### src/rtl/hazard_ctrl_unit.sv
// Pipeline hazard/stall controller for the 5-stage CPU: freeze, redirect flush,
// load-use bubble and fetch-wait handling, plus saturating stall counters.
module hazard_ctrl_unit #(
  parameter int CNT_W = 16
) (
  input  logic             i_clk,
  input  logic             i_rst_n,
  input  logic [4:0]       i_IFID_rs1_addr,
  input  logic [4:0]       i_IFID_rs2_addr,
  input  logic             i_IFID_uses_rs2,
  input  logic [4:0]       i_IDEX_rd_addr,
  input  logic             i_IDEX_memRead,
  input  logic             i_EX_branch_taken,
  input  logic             i_EXMEM_memAccess,
  input  logic             i_d_valid_data,
  input  logic             i_i_valid_inst,
  input  logic             i_cnt_clr,
  output logic             o_PC_write,
  output logic             o_IFID_write,
  output logic             o_IDEX_write,
  output logic             o_EXMEM_write,
  output logic             o_IFID_flush,
  output logic             o_IDEX_flush,
  output logic             o_MEMWB_flush,
  output logic [1:0]       o_state,
  output logic [CNT_W-1:0] o_cnt_loaduse,
  output logic [CNT_W-1:0] o_cnt_dstall,
  output logic [CNT_W-1:0] o_cnt_flush
);

  typedef enum logic [1:0] {
    ST_RUN   = 2'd0,
    ST_IWAIT = 2'd1,
    ST_IDROP = 2'd2
  } state_t;

  state_t           r_state;
  state_t           w_state_nxt;
  logic             w_F, w_B, w_L, w_W;
  logic             w_act_B, w_act_L;
  logic [CNT_W-1:0] r_cnt_loaduse, r_cnt_dstall, r_cnt_flush;

  function automatic logic [CNT_W-1:0] sat_inc(input logic [CNT_W-1:0] v,
                                               input logic inc);
    return (inc && !(&v)) ? v + CNT_W'(1) : v;
  endfunction

  assign w_F = i_EXMEM_memAccess & ~i_d_valid_data;
  assign w_B = i_EX_branch_taken;
  assign w_L = i_IDEX_memRead & (i_IDEX_rd_addr != 5'd0) &
               ((i_IDEX_rd_addr == i_IFID_rs1_addr) |
                (i_IFID_uses_rs2 & (i_IDEX_rd_addr == i_IFID_rs2_addr)));
  assign w_W = ~i_i_valid_inst;

  // Freeze masks everything below it; these are the actions actually taken.
  assign w_act_B = ~w_F & w_B;
  assign w_act_L = ~w_F & ~w_B & w_L;

  always_comb begin
    o_PC_write    = 1'b1;
    o_IFID_write  = 1'b1;
    o_IDEX_write  = 1'b1;
    o_EXMEM_write = 1'b1;
    o_IFID_flush  = 1'b0;
    o_IDEX_flush  = 1'b0;
    o_MEMWB_flush = 1'b0;
    w_state_nxt   = r_state;

    if (w_F) begin
      o_PC_write    = 1'b0;
      o_IFID_write  = 1'b0;
      o_IDEX_write  = 1'b0;
      o_EXMEM_write = 1'b0;
      o_MEMWB_flush = 1'b1;
    end else if (w_B) begin
      o_IFID_flush  = 1'b1;
      o_IDEX_flush  = 1'b1;
    end else if (w_L) begin
      o_PC_write    = 1'b0;
      o_IFID_write  = 1'b0;
      o_IDEX_flush  = 1'b1;
    end else if (w_W) begin
      o_PC_write    = 1'b0;
      o_IFID_flush  = 1'b1;
    end

    // Wrong-path word returning: discard it and refetch from the held target.
    if (r_state == ST_IDROP && i_i_valid_inst) begin
      o_PC_write   = 1'b0;
      o_IFID_flush = 1'b1;
    end

    case (r_state)
      ST_RUN: begin
        if (w_act_B && w_W)  w_state_nxt = ST_IDROP;
        else if (!w_F && w_W) w_state_nxt = ST_IWAIT;
      end
      ST_IWAIT: begin
        if (i_i_valid_inst && !w_F) w_state_nxt = ST_RUN;
        else if (w_act_B && w_W)    w_state_nxt = ST_IDROP;
      end
      ST_IDROP: begin
        if (i_i_valid_inst) w_state_nxt = ST_RUN;
      end
      default: w_state_nxt = ST_RUN;
    endcase

    if (!i_rst_n) begin
      o_PC_write    = 1'b0;
      o_IFID_write  = 1'b0;
      o_IDEX_write  = 1'b0;
      o_EXMEM_write = 1'b0;
      o_IFID_flush  = 1'b1;
      o_IDEX_flush  = 1'b1;
      o_MEMWB_flush = 1'b1;
    end
  end

  always_ff @(posedge i_clk or negedge i_rst_n) begin
    if (!i_rst_n) begin
      r_state       <= ST_RUN;
      r_cnt_loaduse <= '0;
      r_cnt_dstall  <= '0;
      r_cnt_flush   <= '0;
    end else begin
      r_state <= w_state_nxt;
      if (i_cnt_clr) begin
        r_cnt_loaduse <= '0;
        r_cnt_dstall  <= '0;
        r_cnt_flush   <= '0;
      end else begin
        r_cnt_loaduse <= sat_inc(r_cnt_loaduse, w_act_L);
        r_cnt_dstall  <= sat_inc(r_cnt_dstall, w_F);
        r_cnt_flush   <= sat_inc(r_cnt_flush, w_act_B);
      end
    end
  end

  assign o_state       = r_state;
  assign o_cnt_loaduse = r_cnt_loaduse;
  assign o_cnt_dstall  = r_cnt_dstall;
  assign o_cnt_flush   = r_cnt_flush;

endmodule
### config.mk
export PLATFORM = sky130hd
export DESIGN_NAME = hazard_ctrl_unit
export DESIGN_NICKNAME = d
export VERILOG_FILES = /design/src/rtl/hazard_ctrl_unit.sv
export SDC_FILE = /design/constraint.sdc
export NUM_CORES = 1
export LEC_CHECK = 0
export CAP_MARGIN = 40
export CORE_MARGIN = 10
export CORE_UTILIZATION = 49
export CTS_CLUSTER_SIZE = 12
export DETAILED_ROUTE_END_ITERATION = 8
export PLACE_DENSITY = 0.81
export SLEW_MARGIN = 0
export SYNTH_ARGS = -nofsm -noshare
export SYNTH_HDL_FRONTEND = slang
export SYNTH_SLANG_ARGS = --single-unit
### constraint.sdc
create_clock -name i_clk -period 2.66 [get_ports i_clk]
set_clock_uncertainty 0.2 [all_clocks]
set_input_delay 0.399 -clock i_clk [delete_from_list [all_inputs] [get_ports i_clk]]
set_output_delay 0.399 -clock i_clk [all_outputs]
set_load 0.03 [all_outputs]
; ---- Word-level counts from Yosys, hierarchy flattened
; Index checks and enable logic that the tools add are counted.
[totals]
reg_bits = 50
inputBits = 24
out_inout_bits = 57
wordCells = 82
[op_classes]
addsub = 3
n_eq_ne = 7
n_mux = 36
bitwise = 12
n_reduce_logical = 20
[ops]
columns = operator, n
row1 = two-way mux 16 bit, 6
row2 = "adder 16 x 1 -> 16 bit, second input constant", 3
row3 = AND reduction 16 bit, 3
row4 = two-way mux 1 bit, 24
row5 = == test 5 bit, 2
row6 = two-way mux 2 bit, 5
row7 = AND 1 bit, 7
row8 = logical AND 1 bit, 7
row9 = "!= test 3 bit, second input constant", 2
row10 = one-hot mux 2 bit (3 select lines), 1
row11 = nonzero test 2 bit, 3
row12 = nonzero test 5 bit, 1
row13 = zero test 1 bit, 4
row14 = inverter 1 bit, 4
row15 = AND reduction 3 bit, 1
row16 = "== test 2 x 1 -> 1 bit, second input constant", 1
row17 = "== test 2 bit, second input constant", 1
row18 = zero test 2 bit, 1
row19 = "!= test 2 bit, second input constant", 1
row20 = bitwise OR 1 bit, 1

; ---- Depth between registers and ports, before layout
[logic_depth]
depth_word = 9
depth_mapped = 7
mapped_depth_nobuf = 6

; ---- Least setup slack after synthesis
; Ideal clock, no wire load.
[synth_path]
kind = in2out
from = in i_IDEX_rd_addr[1]
to = out o_IFID_flush
arrival_ns = 2.164
required_ns = 2.061
path_slack_ns = -0.103
path_stages = 4
n_path_buf = 0
path_cell_list = or4_1 > o21a_1 > nor2b_1 > o311ai_1
[synth_via]
elab_chain_cells = 9
word_cells_on_any_way = 12
classes_between = eq/ne (2) / mux (5) / bitwise (4) / reduce/logical (1)
[synth_lines]
columns = element, line_no
row1 = "start, declared", 11  ; input logic [4:0] i_IDEX_rd_addr,
row2 = == test 5 bit, 52  ; (i_IFID_uses_rs2 & (i_IDEX_rd_addr == i_IFID_rs2_addr)));
row3 = AND 1 bit, 52
row4 = bitwise OR 1 bit, 51  ; ((i_IDEX_rd_addr == i_IFID_rs1_addr) |
row5 = AND 1 bit (*), 50  ; assign w_L = i_IDEX_memRead & (i_IDEX_rd_addr != 5'd0) &
row6 = two-way mux 1 bit (*), 78  ; end else if (w_L) begin
row7 = two-way mux 1 bit (*), 75  ; end else if (w_B) begin
row8 = two-way mux 1 bit (*), 69  ; if (w_F) begin
row9 = two-way mux 1 bit (*), 88  ; if (r_state == ST_IDROP && i_i_valid_inst) begin
row10 = two-way mux 1 bit (*), 108  ; if (!i_rst_n) begin
row11 = "end, declared", 22  ; output logic o_IFID_flush,
; Mark *: on every way between the ends. The rest lies on a longest branch, timed or not.

; ---- Worst setup path in the final report
[layout_path]
from = in i_IDEX_rd_addr[0]
to = out o_IFID_flush
; Same word-level chain as after synthesis.

==> flow_summary.toml <==
[outcome]
status = "finished, final reports clean"

[final_layout]
multi_input_comb_area_um2 = 1660
nNetsFinal = 451
drive_gt1_share_pct = 10.8
post-route-util_pct = 68.7
fin_cells = 501
ff_latch_area_um2 = 1250
syn2layout_area_growth_pct = 36.8
fillers = 488

[setup_path]
worst-path-buf-inv = 2
cp_slowest_stage_delay_ns = 0.54
crit_type = "input pin to output pin"
path_delay_family = "buffers and inverters"
crit_chain = "clkdlybuf4s50_1 > xor2_1 > nor2_1 > a32oi_2 > nor2b_4 > o311ai_2 > buf_4"
end_kind = "output pin"
worst-r2r-cell-count = 6
crit_fanout = 4
crit_required_ns = 2.06
crit_arrival_ns = 1.99
regToRegEndpoint = "o_cnt_loaduse[3]$_DFFE_PN0P_"
cp_slowest_cell = "clkdlybuf4s50_1"
rrSetupSlack_ns = 0.47
r2r-start = "o_cnt_loaduse[0]$_DFFE_PN0P_"
start_kind = "input pin"

[timing]
rsz0062_at_grt = "no"
period_share_pct = 97.5
worst_slew_pin_slew_ns = 0.765
finalMaxSlewViolations = 0
whs_ns = 0.302
setup_viol = 0
timing.final.crit_period_ns = 2.59
relSlewSlack_pct = 48.9
finalHoldViolCount = 0
max_freq_mhz = 386

[route]
first_pass_iters = 5
wl_per_cell_um = 17.2
drc = 0
routed_via_density = 5.82
wirelength_um = 8640
ant_nets = 0
num_vias = 2918
drtIter0Drc = 155

[synthesis]
yosysTopAreaCellShare_pct = 42.1
synth_area_per_cell_um2 = 8.93
synth_seq_cells = 50
yosysWarnings = 0
ys_top_cells_by_area = "dfrtp_1, xor2_1, nor2_1"
synth_top_cell_by_area = "dfrtp_1"
ys_seq_area_share_pct = 42.1
synth_flop_cell = "dfrtp_1"
synth_edf_count = 0
synth_cells = 333
syn-cell-area_um2 = 2970
ys_types = 50
syn_nets = 360
synthArstFlopShare_pct = 100

[place]
hpwlAfterDp_um = 6590
gp_congestion = 0.861
io_buffer_count = 80
dp_cells = 490

[floorplanning]
core_um2 = 5920
core.rowCount = 28
design.die.area_um2 = 9580
ios = 81
die_w_um = 97.9
die_y_um = 97.9
initial_core_util_pct = 50.2

[global_routing]
grt_max_degree = 32
track_usage_pct = 17.5
antenna_found_initial = 1
grt_pass1_wl_um = 14400
grt_overflow = 0
grt_pass1_vias = 2912

[clock_tree]
cts_buffers = 5
clk_pin_slew_ns = 0.10
htreeDepth = 2
clkLatencyLatePin_ns = 0.31
clockRootBuffer = "clkbuf_8"
clock_path_buffers = 2
cts_tree = "built"
cts.sinks = 50

[pwr]
total_power_mw = 1.55
p_leak_nw = 1.60
p_per_area_nw_per_um2 = 381
worst_ir_drop_vdd_uv = 313

[flow_run]
cap_violations = 0

[min_path]
min_path_type = "input pin to async pin"
layout make-up:
class	instances	area share (%)
Sequential cell	50	30.8
Inverter	7	0.646
Timing Repair Buffer	98	22.6
Antenna cell	1	0.0615
Clock inverter	2	0.923
Tap cell	75	2.31
Multi-Input combinational cell	262	40.9
Clock buffer	6	1.78
worst register-to-register path: cells and delay by family (launching register included):
| kind | cells | cell delay, ns |
|---|---|---|
| AOI/OAI and AO/OA | 2 | 0.33 |
| adders and majority gates | 1 | 0.24 |
| DFF | 1 | 0.45 |
| and+or+nand+nor | 3 | 0.92 |
worst max-delay path by stage:
stage | from | slack, ns | end | cells past startpoint
finish | i_IDEX_rd_addr[0] | 0.07 | o_IFID_flush | 7
global route | i_rst_n | 0.03 | o_PC_write | 7
floorplan | i_IDEX_rd_addr[3] | 0.1 | o_IDEX_flush | 6
global placement | i_IDEX_rd_addr[3] | -0.24 | o_IDEX_flush | 7
CTS | i_IFID_rs2_addr[3] | 0.05 | o_IDEX_flush | 7
detailed placement | i_IDEX_rd_addr[1] | -0.26 | o_IDEX_flush | 7
per-layer routing:
layer	global-route usage [%]	routed length, um
met1	21.4	3580
met2	29.9	4360
met3	5.14	594
met4	3.47	97
met5	0	0
cells in the mapped netlist, types with 2 or more instances:
cell / n
nor2_1: 44
xor2_1: 21
o21ai_1: 6
buf_2: 3
inv_1: 7
nand3_1: 12
o31ai_1: 8
nor4b_1: 2
mux2i_1: 5
o2111ai_1: 3
or2_2: 2
a211oi_1: 3
or3_1: 10
o21ai_0: 7
o211ai_1: 3
xnor2_1: 10
nor4_1: 6
nand2_1: 23
nand2b_1: 2
nor2b_1: 5
a21oi_1: 21
o21a_1: 2
nand4_1: 16
and3_1: 4
dfrtp_1: 50
nand4b_1: 3
nor3_1: 10
clkbuf_1: 9
nor3b_1: 2
ha_1: 3
or4_1: 11
and4_1: 2
cell families (layout without fill, tap and decap cells):
group | count (synthesis) | count (layout) | synth area share (%)
adder cells (fa/ha/maj) | 3 | 3 | 1.26
multiplexers | 7 | 7 | 2.44
AND/OR/NAND/NOR | 159 | 159 | 28.5
AO/OA/AOI/OAI | 62 | 62 | 13.4
buffers and inverters | 21 | 113 | 3.16
flip-flops | 50 | 50 | 42.1
other | 0 | 1 | 0
XOR/XNOR | 31 | 31 | 9.13
layout by cell type, fill, tap and decap left out, types with 5 or more instances in the layout:
cell type,count
xor2_1,21
o21ai_0,7
nand2_1,23
xnor2_1,10
clkdlybuf4s50_1,64
or4_1,11
nand4_1,16
nor4_1,5
clkbuf_8,5
buf_4,23
or3_1,10
dfrtp_1,50
mux2i_1,5
o31ai_1,8
nand3_1,12
inv_1,7
nor2_1,44
o21ai_1,6
a21oi_1,21
nor3_1,10
repair_timing:
action,in CTS,in global routing
endpoints found under the setup margin,4,3
hold endpoints to repair,9,0
hold buffers,1,0
gates resized for setup,9,5
buffers inserted,1,0
pin swaps,1,3
sequential cells by signal, summed over array words and instances (netlist names):
register / flops
o_cnt_loaduse: 16
o_state: 2
o_cnt_dstall: 16
o_cnt_flush: 16
through the flow:
| stage | setup WS (ns) | TNS [ns] | area, um^2 |
|---|---|---|---|
| after global routing | 0.0271 | 0 | 4070 |
| after floorplan | 0.0961 | 0 | 2980 |
| final | 0.0677 | 0 | 4070 |
| after detailed placement | -0.265 | -0.966 | 3900 |
| after global placement | -0.237 | -0.775 | 3900 |
| after CTS | 0.0499 | 0 | 4050 |
power by group:
| group | internal [mW] | switching [mW] | total, mW |
|---|---|---|---|
| clock | 0.281 | 0.269 | 0.550 |
| sequential | 0.767 | 0.00900 | 0.776 |
| combinational | 0.0925 | 0.131 | 0.223 |
(Power assumes the default switching activity.)
